$ cat config.mk
export PLATFORM = sky130hd
export DESIGN_NAME = keypad_scanner_flat
export DESIGN_NICKNAME = d
export VERILOG_FILES = /design/src/rtl/keypad_scanner_if.sv /design/src/rtl/keypad_scanner.sv /design/src/flat_wrapper.sv
export SDC_FILE = /design/constraint.sdc
export NUM_CORES = 1
export LEC_CHECK = 0
export ABC_AREA = 1
export CORE_AREA = 2 2 90 92
export CTS_CLUSTER_SIZE = 14
export DETAILED_ROUTE_END_ITERATION = 10
export DIE_AREA = 0 0 92 94
export HOLD_SLACK_MARGIN = 0.12
export PLACE_DENSITY = 0.78
export SYNTH_ARGS = -nofsm -noshare
export SYNTH_HDL_FRONTEND = slang
export SYNTH_SLANG_ARGS = --single-unit
$ cat constraint.sdc
create_clock -name clk -period 2.1 [get_ports clk]
set_input_delay 0.21 -clock clk [delete_from_list [all_inputs] [get_ports clk]]
set_output_delay 0.21 -clock clk [all_outputs]
set_load 0.005 [all_outputs]
$ cat src/rtl/keypad_scanner_if.sv
// Keypad scanner signal bundle: raw matrix pins on one side, debounced key
// lines plus new-key strobe/code on the other.
interface keypad_scanner_if;
    logic [3:0] col_in;
    logic [3:0] row_out;
    logic       tecla_0;
    logic       tecla_1;
    logic       tecla_2;
    logic       tecla_3;
    logic       tecla_4;
    logic       tecla_5;
    logic       tecla_6;
    logic       tecla_7;
    logic       tecla_8;
    logic       tecla_9;
    logic       tecla_A;
    logic       tecla_B;
    logic       tecla_C;
    logic       tecla_D;
    logic       tecla_Ast;
    logic       tecla_Hash;
    logic       key_strobe;
    logic [3:0] key_code;

    // Scanner side
    modport master (
        input  col_in,
        output row_out,
        output tecla_0, tecla_1, tecla_2, tecla_3, tecla_4,
        output tecla_5, tecla_6, tecla_7, tecla_8, tecla_9,
        output tecla_A, tecla_B, tecla_C, tecla_D, tecla_Ast, tecla_Hash,
        output key_strobe, key_code
    );

    // Pin / datapath side
    modport slave (
        output col_in,
        input  row_out,
        input  tecla_0, tecla_1, tecla_2, tecla_3, tecla_4,
        input  tecla_5, tecla_6, tecla_7, tecla_8, tecla_9,
        input  tecla_A, tecla_B, tecla_C, tecla_D, tecla_Ast, tecla_Hash,
        input  key_strobe, key_code
    );
endinterface

$ cat src/rtl/keypad_scanner.sv
// 4x4 membrane keypad scanner. Drives one row low at a time, samples the
// columns after a settling dwell, and after each full scan debounces the
// 16-key snapshot: a key-set change is committed only after DEBOUNCE_SCANS
// consecutive identical scans. Newly pressed keys produce a one-cycle strobe
// carrying the lowest new key code.
module keypad_scanner #(
    parameter int unsigned SCAN_DIV       = 5000,
    parameter int unsigned DEBOUNCE_SCANS = 4
) (
    input logic              clk,
    input logic              rst,
    keypad_scanner_if.master kp_io
);

    localparam int unsigned DivW = (SCAN_DIV > 1) ? $clog2(SCAN_DIV) : 1;
    localparam int unsigned StbW = $clog2(DEBOUNCE_SCANS + 1);

    localparam logic [DivW-1:0] DivLast   = DivW'(SCAN_DIV - 1);
    localparam logic [StbW-1:0] StableMax = StbW'(DEBOUNCE_SCANS);
    localparam logic [StbW-1:0] StableOne = StbW'(1);

    typedef enum logic {StDrive = 1'b0, StEval = 1'b1} state_e;

    // Snapshot/previous/debounced vectors are row-major: bit (row*4 + col).
    state_e            state_q, state_d;
    logic [1:0]        row_q, row_d;
    logic [DivW-1:0]   cnt_q, cnt_d;
    logic [15:0]       snap_q, snap_d;
    logic [15:0]       prev_q, prev_d;
    logic [15:0]       deb_q, deb_d;
    logic [StbW-1:0]   stable_q, stable_d;
    logic              strobe_q, strobe_d;
    logic [3:0]        code_q, code_d;

    logic [3:0]        row_drive;
    logic [15:0]       new_codes;
    logic [15:0]       deb_codes;

    // Reorder a row-major matrix vector into key-code order (bit n = code n).
    function automatic logic [15:0] to_codes(input logic [15:0] rm);
        logic [15:0] c;
        c[1]  = rm[0];
        c[2]  = rm[1];
        c[3]  = rm[2];
        c[10] = rm[3];
        c[4]  = rm[4];
        c[5]  = rm[5];
        c[6]  = rm[6];
        c[11] = rm[7];
        c[7]  = rm[8];
        c[8]  = rm[9];
        c[9]  = rm[10];
        c[12] = rm[11];
        c[14] = rm[12];
        c[0]  = rm[13];
        c[15] = rm[14];
        c[13] = rm[15];
        return c;
    endfunction

    // Index of the lowest set bit; 0 when none is set.
    function automatic logic [3:0] lowest_set(input logic [15:0] v);
        logic [3:0] r;
        r = 4'd0;
        for (int i = 15; i >= 0; i--) begin
            if (v[i]) begin
                r = 4'(i);
            end
        end
        return r;
    endfunction

    // Scan FSM, snapshot capture and debounce/commit decision.
    always_comb begin
        state_d   = state_q;
        row_d     = row_q;
        cnt_d     = cnt_q;
        snap_d    = snap_q;
        prev_d    = prev_q;
        deb_d     = deb_q;
        stable_d  = stable_q;
        strobe_d  = 1'b0;
        code_d    = code_q;
        row_drive = 4'b1111;
        new_codes = 16'h0000;

        unique case (state_q)
            StDrive: begin
                row_drive = ~(4'b0001 << row_q);
                if (cnt_q == DivLast) begin
                    cnt_d = '0;
                    snap_d[{row_q, 2'b00} +: 4] = ~kp_io.col_in;
                    if (row_q == 2'd3) begin
                        state_d = StEval;
                    end else begin
                        row_d = row_q + 2'd1;
                    end
                end else begin
                    cnt_d = cnt_q + 1'b1;
                end
            end
            StEval: begin
                state_d = StDrive;
                row_d   = 2'd0;
                // A zero stable count only occurs before the first scan after reset.
                if ((snap_q != prev_q) || (stable_q == '0)) begin
                    prev_d   = snap_q;
                    stable_d = StableOne;
                end else if (stable_q < StableMax) begin
                    stable_d = stable_q + 1'b1;
                end
                if ((stable_d >= StableMax) && (snap_q != deb_q)) begin
                    deb_d     = snap_q;
                    new_codes = to_codes(snap_q & ~deb_q);
                    if (new_codes != 16'h0000) begin
                        strobe_d = 1'b1;
                        code_d   = lowest_set(new_codes);
                    end
                end
            end
        endcase
    end

    // State registers; reset discards any partial snapshot.
    always_ff @(posedge clk or posedge rst) begin
        if (rst) begin
            state_q  <= StDrive;
            row_q    <= 2'd0;
            cnt_q    <= '0;
            snap_q   <= 16'h0000;
            prev_q   <= 16'h0000;
            deb_q    <= 16'h0000;
            stable_q <= '0;
            strobe_q <= 1'b0;
            code_q   <= 4'd0;
        end else begin
            state_q  <= state_d;
            row_q    <= row_d;
            cnt_q    <= cnt_d;
            snap_q   <= snap_d;
            prev_q   <= prev_d;
            deb_q    <= deb_d;
            stable_q <= stable_d;
            strobe_q <= strobe_d;
            code_q   <= code_d;
        end
    end

    assign deb_codes = to_codes(deb_q);

    assign kp_io.row_out    = row_drive;
    assign kp_io.key_strobe = strobe_q;
    assign kp_io.key_code   = code_q;

    // Key lines are active-low copies of the registered debounced state.
    assign kp_io.tecla_0    = ~deb_codes[0];
    assign kp_io.tecla_1    = ~deb_codes[1];
    assign kp_io.tecla_2    = ~deb_codes[2];
    assign kp_io.tecla_3    = ~deb_codes[3];
    assign kp_io.tecla_4    = ~deb_codes[4];
    assign kp_io.tecla_5    = ~deb_codes[5];
    assign kp_io.tecla_6    = ~deb_codes[6];
    assign kp_io.tecla_7    = ~deb_codes[7];
    assign kp_io.tecla_8    = ~deb_codes[8];
    assign kp_io.tecla_9    = ~deb_codes[9];
    assign kp_io.tecla_A    = ~deb_codes[10];
    assign kp_io.tecla_B    = ~deb_codes[11];
    assign kp_io.tecla_C    = ~deb_codes[12];
    assign kp_io.tecla_D    = ~deb_codes[13];
    assign kp_io.tecla_Ast  = ~deb_codes[14];
    assign kp_io.tecla_Hash = ~deb_codes[15];

endmodule

$ cat src/flat_wrapper.sv
// flat-port wrapper written by rule: the top's interface ports become plain ports
module keypad_scanner_flat 
#(
    parameter int unsigned SCAN_DIV       = 5000,
    parameter int unsigned DEBOUNCE_SCANS = 4
)
  (clk, rst, kp_io_col_in, kp_io_row_out, kp_io_tecla_0, kp_io_tecla_1, kp_io_tecla_2, kp_io_tecla_3, kp_io_tecla_4, kp_io_tecla_5, kp_io_tecla_6, kp_io_tecla_7, kp_io_tecla_8, kp_io_tecla_9, kp_io_tecla_A, kp_io_tecla_B, kp_io_tecla_C, kp_io_tecla_D, kp_io_tecla_Ast, kp_io_tecla_Hash, kp_io_key_strobe, kp_io_key_code);
  keypad_scanner_if kp_io_i ();
  input logic clk;
  input logic rst;
  input wire logic [$bits(kp_io_i.col_in)-1:0] kp_io_col_in;
  output wire logic [$bits(kp_io_i.row_out)-1:0] kp_io_row_out;
  output wire logic [$bits(kp_io_i.tecla_0)-1:0] kp_io_tecla_0;
  output wire logic [$bits(kp_io_i.tecla_1)-1:0] kp_io_tecla_1;
  output wire logic [$bits(kp_io_i.tecla_2)-1:0] kp_io_tecla_2;
  output wire logic [$bits(kp_io_i.tecla_3)-1:0] kp_io_tecla_3;
  output wire logic [$bits(kp_io_i.tecla_4)-1:0] kp_io_tecla_4;
  output wire logic [$bits(kp_io_i.tecla_5)-1:0] kp_io_tecla_5;
  output wire logic [$bits(kp_io_i.tecla_6)-1:0] kp_io_tecla_6;
  output wire logic [$bits(kp_io_i.tecla_7)-1:0] kp_io_tecla_7;
  output wire logic [$bits(kp_io_i.tecla_8)-1:0] kp_io_tecla_8;
  output wire logic [$bits(kp_io_i.tecla_9)-1:0] kp_io_tecla_9;
  output wire logic [$bits(kp_io_i.tecla_A)-1:0] kp_io_tecla_A;
  output wire logic [$bits(kp_io_i.tecla_B)-1:0] kp_io_tecla_B;
  output wire logic [$bits(kp_io_i.tecla_C)-1:0] kp_io_tecla_C;
  output wire logic [$bits(kp_io_i.tecla_D)-1:0] kp_io_tecla_D;
  output wire logic [$bits(kp_io_i.tecla_Ast)-1:0] kp_io_tecla_Ast;
  output wire logic [$bits(kp_io_i.tecla_Hash)-1:0] kp_io_tecla_Hash;
  output wire logic [$bits(kp_io_i.key_strobe)-1:0] kp_io_key_strobe;
  output wire logic [$bits(kp_io_i.key_code)-1:0] kp_io_key_code;
  assign kp_io_i.col_in = kp_io_col_in;
  assign kp_io_row_out = kp_io_i.row_out;
  assign kp_io_tecla_0 = kp_io_i.tecla_0;
  assign kp_io_tecla_1 = kp_io_i.tecla_1;
  assign kp_io_tecla_2 = kp_io_i.tecla_2;
  assign kp_io_tecla_3 = kp_io_i.tecla_3;
  assign kp_io_tecla_4 = kp_io_i.tecla_4;
  assign kp_io_tecla_5 = kp_io_i.tecla_5;
  assign kp_io_tecla_6 = kp_io_i.tecla_6;
  assign kp_io_tecla_7 = kp_io_i.tecla_7;
  assign kp_io_tecla_8 = kp_io_i.tecla_8;
  assign kp_io_tecla_9 = kp_io_i.tecla_9;
  assign kp_io_tecla_A = kp_io_i.tecla_A;
  assign kp_io_tecla_B = kp_io_i.tecla_B;
  assign kp_io_tecla_C = kp_io_i.tecla_C;
  assign kp_io_tecla_D = kp_io_i.tecla_D;
  assign kp_io_tecla_Ast = kp_io_i.tecla_Ast;
  assign kp_io_tecla_Hash = kp_io_i.tecla_Hash;
  assign kp_io_key_strobe = kp_io_i.key_strobe;
  assign kp_io_key_code = kp_io_i.key_code;
  keypad_scanner #(.SCAN_DIV(SCAN_DIV), .DEBOUNCE_SCANS(DEBOUNCE_SCANS)) u_core (.clk(clk), .rst(rst), .kp_io(kp_io_i));
endmodule
# Word level (Yosys, flattened, before mapping)
# Cells that the tools add are included.
# W data, S select, Z words.
op_classes:
  muxes: 31
  order_cmp: 2
  reduce_logical: 9
  bitwise: 21
  shift: 3
  eq_ne: 6
  addsub: 4
ops:
  columns: ["cell", "count"]
  rows:
  - ["$mux W4", 17]
  - ["$ne A16 B16 Y1", 2]
  - ["$not A1 Y1", 17]
  - ["$and A16 B16 Y16", 1]
  - ["$bwmux W16", 1]
  - ["$not A16 Y16", 1]
  - ["$reduce_bool A16 Y1", 1]
  - ["$shift A4 B6 Y16 const A", 1]
  - ["$shiftx A4 B6 Y16", 1]
  - ["$add A13 B1 Y13 const B", 1]
  - ["$eq A13 B13 Y1 const B", 1]
  - ["$mux W13", 1]
  - ["$mux W3", 3]
  - ["$not A4 Y4", 2]
  - ["$reduce_and A2 Y1", 4]
  - ["$neg A4 Y6", 1]
  - ["$mux W1", 5]
  - ["$mux W2", 2]
  - ["$pmux W2 S2", 1]
  - ["$shl A1 B2 Y4 const A", 1]
  - ["$add A3 B1 Y3 const B", 1]
  - ["$ge A3 B3 Y1 const B", 1]
  - ["$logic_not A3 Y1", 1]
  - ["$lt A3 B3 Y1 const B", 1]
  - ["other kinds (8)", 8]
totals:
  elab_cells: 85
  output_inout_bits: 25
  register_bits: 72

# Depth between registers and ports, before layout
logic_depth:
  depth_word: 18
  depth_mapped: 19

# Worst setup path before layout
# No wires, ideal clock.
synth_path:
  path_kind: "register -> register"
  from: "reg u_core.deb_q[11]"
  to: "reg u_core.deb_q[2]"
  period_less_slack_ns: 1.767
  slack_ns: 0.333
  t_arrival_ns: 1.693
  path_stages_with_launch: 9
  path_cell_list: "dfrtp_1 -> inv_1 -> ha_1 -> nand4_1 -> or4_1 -> nand2_4 -> buf_6 -> nand2_2 -> o21ai_2"
synth_via:
  elab_chain_len: 3
synth_lines:
  columns: ["element", "line_no", "rtl"]
  rows:
  - ["start: declaration", "keypad_scanner.sv:30", "logic [15:0] deb_q, deb_d;"]
  - ["start signal: assignment", "keypad_scanner.sv:132", "deb_q <= 16'h0000;"]
  - ["start signal: assignment", "keypad_scanner.sv:142", "deb_q <= deb_d;"]
  - ["$ne A16 B16 Y1", "keypad_scanner.sv:112", "if ((stable_d >= StableMax) && (snap_q != deb_q)) begin"]
  - ["$logic_and A1 B1 Y1", "keypad_scanner.sv:112", null]
  - ["$reduce_and A2 Y1 (no source line)", null, null]
# Every way passes these cells.
# A chain may end at the register's enable or synchronous reset.

# Worst setup path after layout
layout_path:
  from: "reg u_core.deb_q[11]"
  to: "reg u_core.deb_q[15]"
# The elaborated chain is that of the path after synthesis.

==> results.ini <==
[run_status]
status=finished, final reports clean

[drt]
ant_nets=0
avgViaCountPerCell=5.25
drt_wl_total_um=8580
drc=0
first_iter_violations=234
dr_total_vias=3167
wire_per_inst_um=14.2
first_pass_iters=5

[sta]
setup_viol=0
final.setup.tns_ps=0
hold_slack_ps=154
fmax_mhz=505
period_minus_slack_ps=1980
slew-limit-headroom_pct=68.0
drv_slew=0
worst_pin_slew_ps=479
setup_ws_ps=120
fin_skew_ps=10.3
hold_violations=0
rsz0062_at_grt=false
finalCritPeriodShare_pct=94.3

[finish]
num-fill-cells=651
multi_input_area_um2=1820
seqCellArea_um2=1800
nets=527
postLayoutCoreUtil_pct=60.6
design_area_um2=4610
area_growth_pct=16.1
final_layout_size_suffix_gt1_share_pct=16.4
antenna_cells=0
fin_cells=603

[logic_synthesis]
async_flop_share_pct=100
synth-edff-count=0
synth_area_per_cell_um2=8.73
syn_inst=455
ys_ff_latch=72
yosys.area.top_type=dfrtp_1
synth_flop_cell=dfrtp_1
ys_seq_area_share_pct=45.4
synth_top_cells_by_count=79 x nand2_1, 72 x dfrtp_1, 68 x inv_1, 31 x nor2_1
syn-num-nets=485
synth_top_area_share_pct=45.4
ys_warn_count=0
synth_area_leaders=dfrtp_1 45%, ha_1 7.6%, nand2_1 7.5%
syn_area_um2=3970
yosysMostFrequentCell=nand2_1
yosysUniqueCellTypes=44

[worst_setup_path]
reg2reg_slack_ps=120
reg2reg_from=u_core.deb_q[11]
rr_endpoint=u_core.deb_q[15]
cp_cell_sequence=inv_1 > ha_1 > nand4_1 > or4_1 > nand2_4 > buf_4 > nand2_1 > o21ai_2
cp-end-kind=flip-flop
cp.required_ps=2380
cp-startpoint=u_core.deb_q[11]
cpPeakStageDelay_ps=590
worst_r2r_path_depth=8
cp-start-kind=flip-flop
crit_type=reg -> reg
crit_arrival_ps=2260
crit_slowest_cell=or4_1
crit_end=u_core.deb_q[15]
cp_max_fo=6

[run]
maxCapViolCount=0

[clocking]
cts_sinks=72
cts_buffer_depth=2
numCtsBuffers=9
cts_tree=yes
ctsRootBufferMaster=clkbuf_8
htree_levels=3
cts.clk_slew.worst_paths_ps=80
clock_latency_ps=350

[floorplanning]
die_area_um2=8650
die_w_um=92
rows=32
core_um2=7610
start_util_pct=52.2
ios=31
die_h_um=94

[placement]
place_inst=586
placed_cell_area_um2=4410
place_ws_ps=69.9
place.port_buffers=30
place_hpwl_um=6520
place.gp.congestion=0.845

[pwr]
power.leakage_nw=2.17
finalPower_mw=2.36
p_per_area_nw_per_um2=513
peakVddDrop_mv=0.355

[grt]
grt_max_degree=58
track_usage_pct=21.6
antenna_found_initial=0
grt_pass1_vias=3071
grt_overflow=0
grt_pass1_wl_um=14500

[hold_path]
hold_class=in -> async

## metal layers
| metal | part of all wire (%) | GRT usage, % |
|---|---|---|
| met5 | 0 | 0 |
| met4 | 2.1 | 7.46 |
| met3 | 4.6 | 4.90 |
| met2 | 47 | 35.5 |
| met1 | 46 | 28.3 |
## cells by family after synthesis
family	after synthesis	synth area share, %
AND/OR/NAND/NOR	189	24.5
buffers and inverters	84	8.82
AO/OA/AOI/OAI	76	11.5
flip-flops	72	45.4
adder cells (fa/ha/maj)	24	7.56
XOR/XNOR	10	2.21
## cells in the final DEF, fill, tap and decap left out, types with 2 or more instances in the layout
master,netlist,layout
nor3b_1,2,2
dfrtp_1,72,70
clkinv_2,1,4
xnor2_1,3,3
o21ai_1,21,21
dfrtp_2,0,2
nand4_1,18,18
nor2_1,31,31
buf_12,0,2
nor3_2,2,2
a21oi_1,8,8
o21ai_2,16,16
clkinvlp_4,0,3
clkbuf_8,0,9
nand3b_1,4,4
nor2_2,4,4
xor2_1,7,7
inv_2,7,8
nand2_1,79,79
nor3_1,2,2
nand3_1,17,17
inv_1,68,67
o22ai_1,3,3
nand2_2,15,15
clkdlybuf4s50_1,0,30
ha_1,24,24
o21ai_0,24,24
buf_4,0,6
## what timing repair did
item | CTS | global route
setup buffers | 0 | 1
pin swaps | 0 | 2
resized for setup | 1 | 1
gates cloned | 0 | 1
endpoints found under the setup margin | 1 | 15
hold buffers | 0 | 0
## state kept, by name, indices dropped and copies added (netlist names)
name	flops
u_core.prev_q	16
u_core.stable_q	3
u_core.state_q	1
u_core.cnt_q	13
u_core.row_q	2
u_core.kp_io.key_code	4
u_core.kp_io.key_strobe	1
u_core.deb_q	16
u_core.snap_q	16
## power by group
group	internal, mW	leakage, nW	switching (mW)
Clock	0.414	0.0769	0.519
Sequential	1.39	0.905	0
Combinational	0.0134	1.19	0.0300
## worst min-delay path by stage
stage	startpoint	endpoint	depth (start not counted)
after floorplan	kp_io_col_in[0]	u_core.snap_q[0]	2
after global routing	rst	u_core.cnt_q[6]	2
final	rst	u_core.cnt_q[6]	2
after CTS	rst	u_core.cnt_q[6]	2
after global placement	u_core.kp_io.key_code[0]	u_core.kp_io.key_code[0]	2
after detailed placement	u_core.deb_q[14]	u_core.deb_q[14]	2
## critical path: cells and delay by family, from the launching register on
| kind | cells | cell delay (ps) |
|---|---|---|
| buffers and inverters | 2 | 230 |
| flip-flops | 1 | 370 |
| AO/OA/AOI/OAI | 1 | 50 |
| adder cells (fa/ha/maj) | 1 | 320 |
| AND/OR/NAND/NOR | 4 | 930 |
## final cells by class
cell class / count / share of cell area [%]
Tap cell: 102 / 2.77
Inverter: 76 / 6.22
Multi-Input combinational cell: 299 / 39.5
Clock inverter: 6 / 0.815
Clock buffer: 9 / 2.69
Sequential cell: 72 / 39.2
Timing Repair Buffer: 39 / 8.91
No activity file was read; power rests on OpenSTA's default activity.
